**src/rtl/send_board_if.sv**
```systemverilog
// Handshake and data bundle between the game controller, send_board and the UART transmitter.
// The slave modport is the send_board view; the master modport is the controller/UART view.
interface send_board_if #(
  parameter int ROWS = 3,
  parameter int COLS = 3
);
  localparam int CELLS = ROWS * COLS;

  logic             req;
  logic             target_a;
  logic [CELLS-1:0] board_a;
  logic [CELLS-1:0] board_b;
  logic             ready;
  logic             done;
  logic             uart_wr;
  logic [7:0]       uart_d;
  logic             uart_ready;

  modport slave (
    input  req,
    input  target_a,
    input  board_a,
    input  board_b,
    input  uart_ready,
    output ready,
    output done,
    output uart_wr,
    output uart_d
  );

  modport master (
    output req,
    output target_a,
    output board_a,
    output board_b,
    output uart_ready,
    input  ready,
    input  done,
    input  uart_wr,
    input  uart_d
  );
endinterface

```
**src/rtl/send_board.sv**
```systemverilog
// Serializes a latched two-player board snapshot as ASCII rows plus a turn prompt
// onto the UART byte interface, one strobe every other cycle at most.
module send_board #(
  parameter int ROWS = 3,
  parameter int COLS = 3
) (
  input  logic         clk,
  input  logic         reset,
  send_board_if.slave  bus
);

  localparam int CELLS = ROWS * COLS;
  localparam int ROW_W = (ROWS > 1) ? $clog2(ROWS) : 1;
  localparam int COL_W = (COLS > 1) ? $clog2(COLS) : 1;
  localparam int IDX_W = (CELLS > 1) ? $clog2(CELLS) : 1;

  localparam logic [ROW_W-1:0] ROW_LAST = ROW_W'(ROWS - 1);
  localparam logic [COL_W-1:0] COL_LAST = COL_W'(COLS - 1);

  typedef enum logic [2:0] {
    S_IDLE   = 3'd0,
    S_CELL   = 3'd1,
    S_CR     = 3'd2,
    S_LF     = 3'd3,
    S_TURN   = 3'd4,
    S_PROMPT = 3'd5,
    S_GAP    = 3'd6,
    S_DONE   = 3'd7
  } state_t;

  state_t           state_q, state_d;
  state_t           ret_q, ret_d;
  logic [ROW_W-1:0] row_q, row_d;
  logic [COL_W-1:0] col_q, col_d;
  logic [CELLS-1:0] a_q, a_d;
  logic [CELLS-1:0] b_q, b_d;
  logic             tgt_q, tgt_d;
  logic             busy_q, busy_d;
  logic             wr_q, wr_d;
  logic [7:0]       dat_q, dat_d;
  logic             done_q, done_d;

  logic             emit_s;
  logic [7:0]       char_s;
  state_t           next_s;
  logic [ROW_W-1:0] row_nx_s;
  logic [COL_W-1:0] col_nx_s;
  logic [IDX_W-1:0] idx_s;

  // A cell claimed by both players can only come from a corrupt board, so flag it visibly.
  function automatic logic [7:0] cell_char(input logic a, input logic b);
    logic [7:0] ch;
    case ({a, b})
      2'b10:   ch = 8'h58;
      2'b01:   ch = 8'h4F;
      2'b00:   ch = 8'h2E;
      2'b11:   ch = 8'h23;
      default: ch = 8'h23;
    endcase
    return ch;
  endfunction

  // Next-state, counter and output-register computation.
  always_comb begin
    state_d  = state_q;
    ret_d    = ret_q;
    row_d    = row_q;
    col_d    = col_q;
    a_d      = a_q;
    b_d      = b_q;
    tgt_d    = tgt_q;
    busy_d   = busy_q;
    wr_d     = 1'b0;
    dat_d    = dat_q;
    done_d   = 1'b0;
    emit_s   = 1'b0;
    char_s   = 8'h00;
    next_s   = S_IDLE;
    row_nx_s = row_q;
    col_nx_s = col_q;
    idx_s    = IDX_W'(row_q) * IDX_W'(COLS) + IDX_W'(col_q);

    case (state_q)
      S_IDLE: begin
        if (bus.req) begin
          busy_d  = 1'b1;
          a_d     = bus.board_a;
          b_d     = bus.board_b;
          tgt_d   = bus.target_a;
          row_d   = '0;
          col_d   = '0;
          state_d = S_CELL;
        end else begin
          busy_d  = 1'b0;
        end
      end
      S_CELL: begin
        emit_s = 1'b1;
        char_s = cell_char(a_q[idx_s], b_q[idx_s]);
        if (col_q == COL_LAST) begin
          col_nx_s = '0;
          next_s   = S_CR;
        end else begin
          col_nx_s = col_q + COL_W'(1);
          next_s   = S_CELL;
        end
      end
      S_CR: begin
        emit_s = 1'b1;
        char_s = 8'h0D;
        next_s = S_LF;
      end
      S_LF: begin
        emit_s = 1'b1;
        char_s = 8'h0A;
        if (row_q == ROW_LAST) begin
          next_s   = S_TURN;
        end else begin
          row_nx_s = row_q + ROW_W'(1);
          next_s   = S_CELL;
        end
      end
      S_TURN: begin
        emit_s = 1'b1;
        char_s = tgt_q ? 8'h58 : 8'h4F;
        next_s = S_PROMPT;
      end
      S_PROMPT: begin
        // No trailing newline: the receiver's '?' continues on this line.
        emit_s = 1'b1;
        char_s = 8'h3E;
        next_s = S_DONE;
      end
      S_GAP: begin
        state_d = ret_q;
      end
      S_DONE: begin
        done_d  = 1'b1;
        state_d = S_IDLE;
      end
      default: begin
        state_d = S_IDLE;
        busy_d  = 1'b1;
      end
    endcase

    // Byte-emitting states only advance (counters included) when the UART accepts.
    if (emit_s && bus.uart_ready) begin
      wr_d    = 1'b1;
      dat_d   = char_s;
      ret_d   = next_s;
      row_d   = row_nx_s;
      col_d   = col_nx_s;
      state_d = S_GAP;
    end else begin
      wr_d    = 1'b0;
    end
  end

  // State and output registers with synchronous reset.
  always_ff @(posedge clk) begin
    if (reset) begin
      state_q <= S_IDLE;
      ret_q   <= S_IDLE;
      row_q   <= '0;
      col_q   <= '0;
      a_q     <= '0;
      b_q     <= '0;
      tgt_q   <= 1'b0;
      busy_q  <= 1'b1;
      wr_q    <= 1'b0;
      dat_q   <= 8'h00;
      done_q  <= 1'b0;
    end else begin
      state_q <= state_d;
      ret_q   <= ret_d;
      row_q   <= row_d;
      col_q   <= col_d;
      a_q     <= a_d;
      b_q     <= b_d;
      tgt_q   <= tgt_d;
      busy_q  <= busy_d;
      wr_q    <= wr_d;
      dat_q   <= dat_d;
      done_q  <= done_d;
    end
  end

  assign bus.ready   = ~bus.req & ~busy_q;
  assign bus.done    = done_q;
  assign bus.uart_wr = wr_q;
  assign bus.uart_d  = dat_q;

endmodule

```
**src/flat_wrapper.sv**
```systemverilog
// flat-port wrapper written by rule: the top's interface ports become plain ports
module send_board_flat 
#(
  parameter int ROWS = 3,
  parameter int COLS = 3
)
  (clk, reset, bus_req, bus_target_a, bus_board_a, bus_board_b, bus_uart_ready, bus_ready, bus_done, bus_uart_wr, bus_uart_d);
  send_board_if #(.ROWS(ROWS), .COLS(COLS)) bus_i ();
  input  logic clk;
  input  logic reset;
  input wire logic [$bits(bus_i.req)-1:0] bus_req;
  input wire logic [$bits(bus_i.target_a)-1:0] bus_target_a;
  input wire logic [$bits(bus_i.board_a)-1:0] bus_board_a;
  input wire logic [$bits(bus_i.board_b)-1:0] bus_board_b;
  input wire logic [$bits(bus_i.uart_ready)-1:0] bus_uart_ready;
  output wire logic [$bits(bus_i.ready)-1:0] bus_ready;
  output wire logic [$bits(bus_i.done)-1:0] bus_done;
  output wire logic [$bits(bus_i.uart_wr)-1:0] bus_uart_wr;
  output wire logic [$bits(bus_i.uart_d)-1:0] bus_uart_d;
  assign bus_i.req = bus_req;
  assign bus_i.target_a = bus_target_a;
  assign bus_i.board_a = bus_board_a;
  assign bus_i.board_b = bus_board_b;
  assign bus_i.uart_ready = bus_uart_ready;
  assign bus_ready = bus_i.ready;
  assign bus_done = bus_i.done;
  assign bus_uart_wr = bus_i.uart_wr;
  assign bus_uart_d = bus_i.uart_d;
  send_board #(.ROWS(ROWS), .COLS(COLS)) u_core (.clk(clk), .reset(reset), .bus(bus_i));
endmodule
```
**config.mk**
```make
export PLATFORM = sky130hd
export DESIGN_NAME = send_board_flat
export DESIGN_NICKNAME = d
export VERILOG_FILES = /design/src/rtl/send_board_if.sv /design/src/rtl/send_board.sv /design/src/flat_wrapper.sv
export SDC_FILE = /design/constraint.sdc
export NUM_CORES = 1
export LEC_CHECK = 0
export ABC_CLOCK_PERIOD_IN_PS = 3450
export BUFFER_PORTS_ARGS = -buffer_cell sky130_fd_sc_hd__buf_4
export CELL_PAD_IN_SITES_DETAIL_PLACEMENT = 1
export CELL_PAD_IN_SITES_GLOBAL_PLACEMENT = 1
export CORE_MARGIN = 2
export CORE_UTILIZATION = 40
export DETAILED_ROUTE_END_ITERATION = 6
export PLACE_DENSITY = 0.79
export SLEW_MARGIN = 25
export SYNTH_ARGS = -nofsm -noshare
export SYNTH_HDL_FRONTEND = slang
export SYNTH_SLANG_ARGS = --single-unit
```
**constraint.sdc**
```tcl
create_clock -name clk -period 3.45 [get_ports clk]
set_clock_uncertainty 0.05 [all_clocks]
set_input_delay 0.1725 -clock clk [delete_from_list [all_inputs] [get_ports clk]]
set_output_delay 0.1725 -clock clk [all_outputs]
set_load 0.1 [all_outputs]
```
==> reports/summary.txt <==
Worst slew margin - 47.7%
Max Root-Sink Buffers - 2
post-synthesis register bit count - 39
HP Class - in -> reg
Buf/Inv on CP - 1
ys async rst share - 0%
core area - 4750 um2
Syn Inst Count - 232
worst skew pair latency - 290 ps
Clock power frac - 26.7%
Routed Antenna Nets - 0
WL per Instance - 14.4 um
Sw Ratio - 37.5%
first-pass GRT wire length - 8.07 mm
DP Wirelength - 3.34 mm
Tcrit/Tclk final - 94.1%
class of the most critical setup path - reg -> reg
register share of total power - 41.5%
Total Routed Length - 4.69 mm
Synth area leader - dfxtp_1
quantity of hold-fixing buffers added after cts - 0
Vias/cell - 5.30
DR vias - 1721
area growth from synthesis to layout - 19.5%
post-layout util - 49.6%
largest net degree at the start of global routing - 33
R2R setup slack - 200 ps
Worst-Margin Slew - 784 ps
Die X - 74.3 um
antenna violations before repair - 0
PD cells - 607 nW/um2
crit-path cells - fa_1 > ha_1 > fa_2 > nor2_1 > a21oi_1 > a32o_2 > inv_1 > ha_1 > or3_1 > a21oi_1 > o22ai_1 > a22o_1
CTS tree - yes
critical path capture point type - flip-flop
worst endpoint required time - 3590 ps
Most used DFF post-synth - dfxtp_1
Cell Area, Synth - 1970 um2
vias in the first global route - 1684
Die Y - 74.3 um
clock buffer count from CTS - 5
ant diodes - 0
Final Setup Violations - 0
GRT overflow - 0
crit start category - flip-flop
# clock sinks - 39
Residual DRC - 0
all-layer global routing usage - 19.1%
overall power - 1.43 mW
H-tree level count - 2
# IOs - 34
CP Max Fanout - 5
Commonest cells post-synth - nand2_1 (50), dfxtp_1 (39), a21oi_1 (30), nor2_1 (12), ha_1 (9)
Pre-antenna DRT Iters - 4
leakage power - 0.930 nW
GP Congestion - 0.781
row count - 25
Internal Power - 896 uW
Yosys warnings - 0
CP peak stage delay - 590 ps
max-slew violation count - 0
f_max - 308 MHz
sequential-to-total area share from yosys stat - 39.5%
die area - 5510 um2
Max Cap Viol - 0
starting density of the core - 41.5%
Hold Violations, Final - 0
cell family with most CP delay - adder cells
Final #Nets - 291
outcome - finished clean
most frequent cell after synthesis - nand2_1
Area after DPL - 2240 um2
clock slew at the register clock pins of the worst setup and hold paths - 80 ps
Syn Area/Cell - 8.51 um2
drt initial violations - 72
Final Instance Area - 2360 um2
min Tclk post-route - 3250 ps
peak supply drop - 0.277 mV
Psw - 537 uW
CTS Root Buffer Type - clkbuf_8
Logic pwr share - 31.8%
Fill cells - 577
post-synth net total - 266
Post-synth EDFFs - 0
Yosys top cell area share - 39.5%
layout cells sized above 1 - 21.7%
port bufs - 32
Cell variety after synth - 43
Crit-path slowest cell - fa_2
Area contributors post-synth - dfxtp_1 (40%), nand2_1 (9.5%), a21oi_1 (7.6%)
CP arrival - 3390 ps
## final timing paths
check	start	endpoint	depth (start not counted)
min	bus_board_a[3]	u_core.a_q[3]$_SDFFE_PP0P_	3
min reg2reg	u_core.a_q[3]$_SDFFE_PP0P_	u_core.a_q[3]$_SDFFE_PP0P_	2
max reg2reg	u_core.row_q[0]$_SDFFE_PP0P_	u_core.bus.uart_d[2]$_SDFFE_PP0P_	12
max	u_core.row_q[0]$_SDFFE_PP0P_	u_core.bus.uart_d[2]$_SDFFE_PP0P_	12
## what timing repair did
item                       CTS  global route
resized for setup            0             6
setup endpoints to repair    0             2
setup buffers                0             0
## worst reg2reg max path: stages, from the launching register on
cell,delay (ps)
dfxtp_1,400
fa_1,440
ha_1,220
fa_2,590
nor2_1,60
a21oi_1,140
a32o_2,230
inv_1,70
ha_1,180
or3_1,300
a21oi_1,150
o22ai_1,90
a22o_1,230
## power by group through the flow
| stage | clock network [mW] | registers, mW | logic (mW) |
|---|---|---|---|
| finish | 0.383 | 0.594 | 0.455 |
| global route | 0.409 | 0.608 | 0.508 |
| global placement | 0 | 0.602 | 0.447 |
| detailed placement | 0 | 0.606 | 0.457 |
| CTS | 0.394 | 0.595 | 0.459 |
| floorplan | 0 | 0.617 | 0.326 |
## layer usage
metal | vias to the layer above | wire [um] | GRT usage (%)
met5 | - | 0 | 0
met4 | 0 | 75 | 6.55
met3 | 7 | 170 | 3.93
met2 | 33 | 2220 | 30.0
met1 | 825 | 2230 | 26.2
li1 | 856 | - | -
## flip-flops by register name (all words and copies together), names as in the netlist
signal              cells
u_core.col_q            2
u_core.a_q              9
u_core.bus.uart_wr      1
u_core.state_q          3
u_core.bus.done         1
u_core.b_q              9
u_core.row_q            2
u_core.bus.uart_d       7
u_core.tgt_q            1
u_core.ret_q            3
u_core.busy_q           1
## through the flow
step	hold slack, ps	TNS [ps]	instances	setup WS [ps]
finish	70.9	0	325	204
global route	64.3	-15.1	325	-15.1
CTS	61.8	0	325	81.7
detailed placement	381	0	317	93.9
global placement	372	0	317	219
floorplan	258	0	232	330
## layout make-up
| type | instances | area [um2] | share of cell area [%] |
|---|---|---|---|
| multi-input cells | 172 | 1110 | 47.0 |
| repair buffers | 33 | 248 | 10.5 |
| clock buffers | 5 | 68.8 | 2.92 |
| inverters | 6 | 22.5 | 0.954 |
| flip-flops and latches | 39 | 783 | 33.2 |
| clock inverters | 3 | 43.8 | 1.86 |
| well taps | 67 | 83.8 | 3.55 |
## placed cells by master (no fill, tap or decap), drive strengths merged, types with 4 or more instances in the layout
master,count
a21oi,30
a22o,8
buf,33
clkbuf,5
dfxtp,39
ha,9
inv,6
nand2,50
nand2b,6
nor2,12
nor3b,4
o21ai,8
## kinds of logic after synthesis
family / Yosys count / synth area share [%]
simple gates: 91 / 22.3
mux: 8 / 6.15
buf+inv: 21 / 4.69
fa+ha+maj: 11 / 7.73
compound gates: 61 / 19.4
other cells: 1 / 0.190
flops: 39 / 39.5
Note: power is estimated with default switching activity, not from simulation.
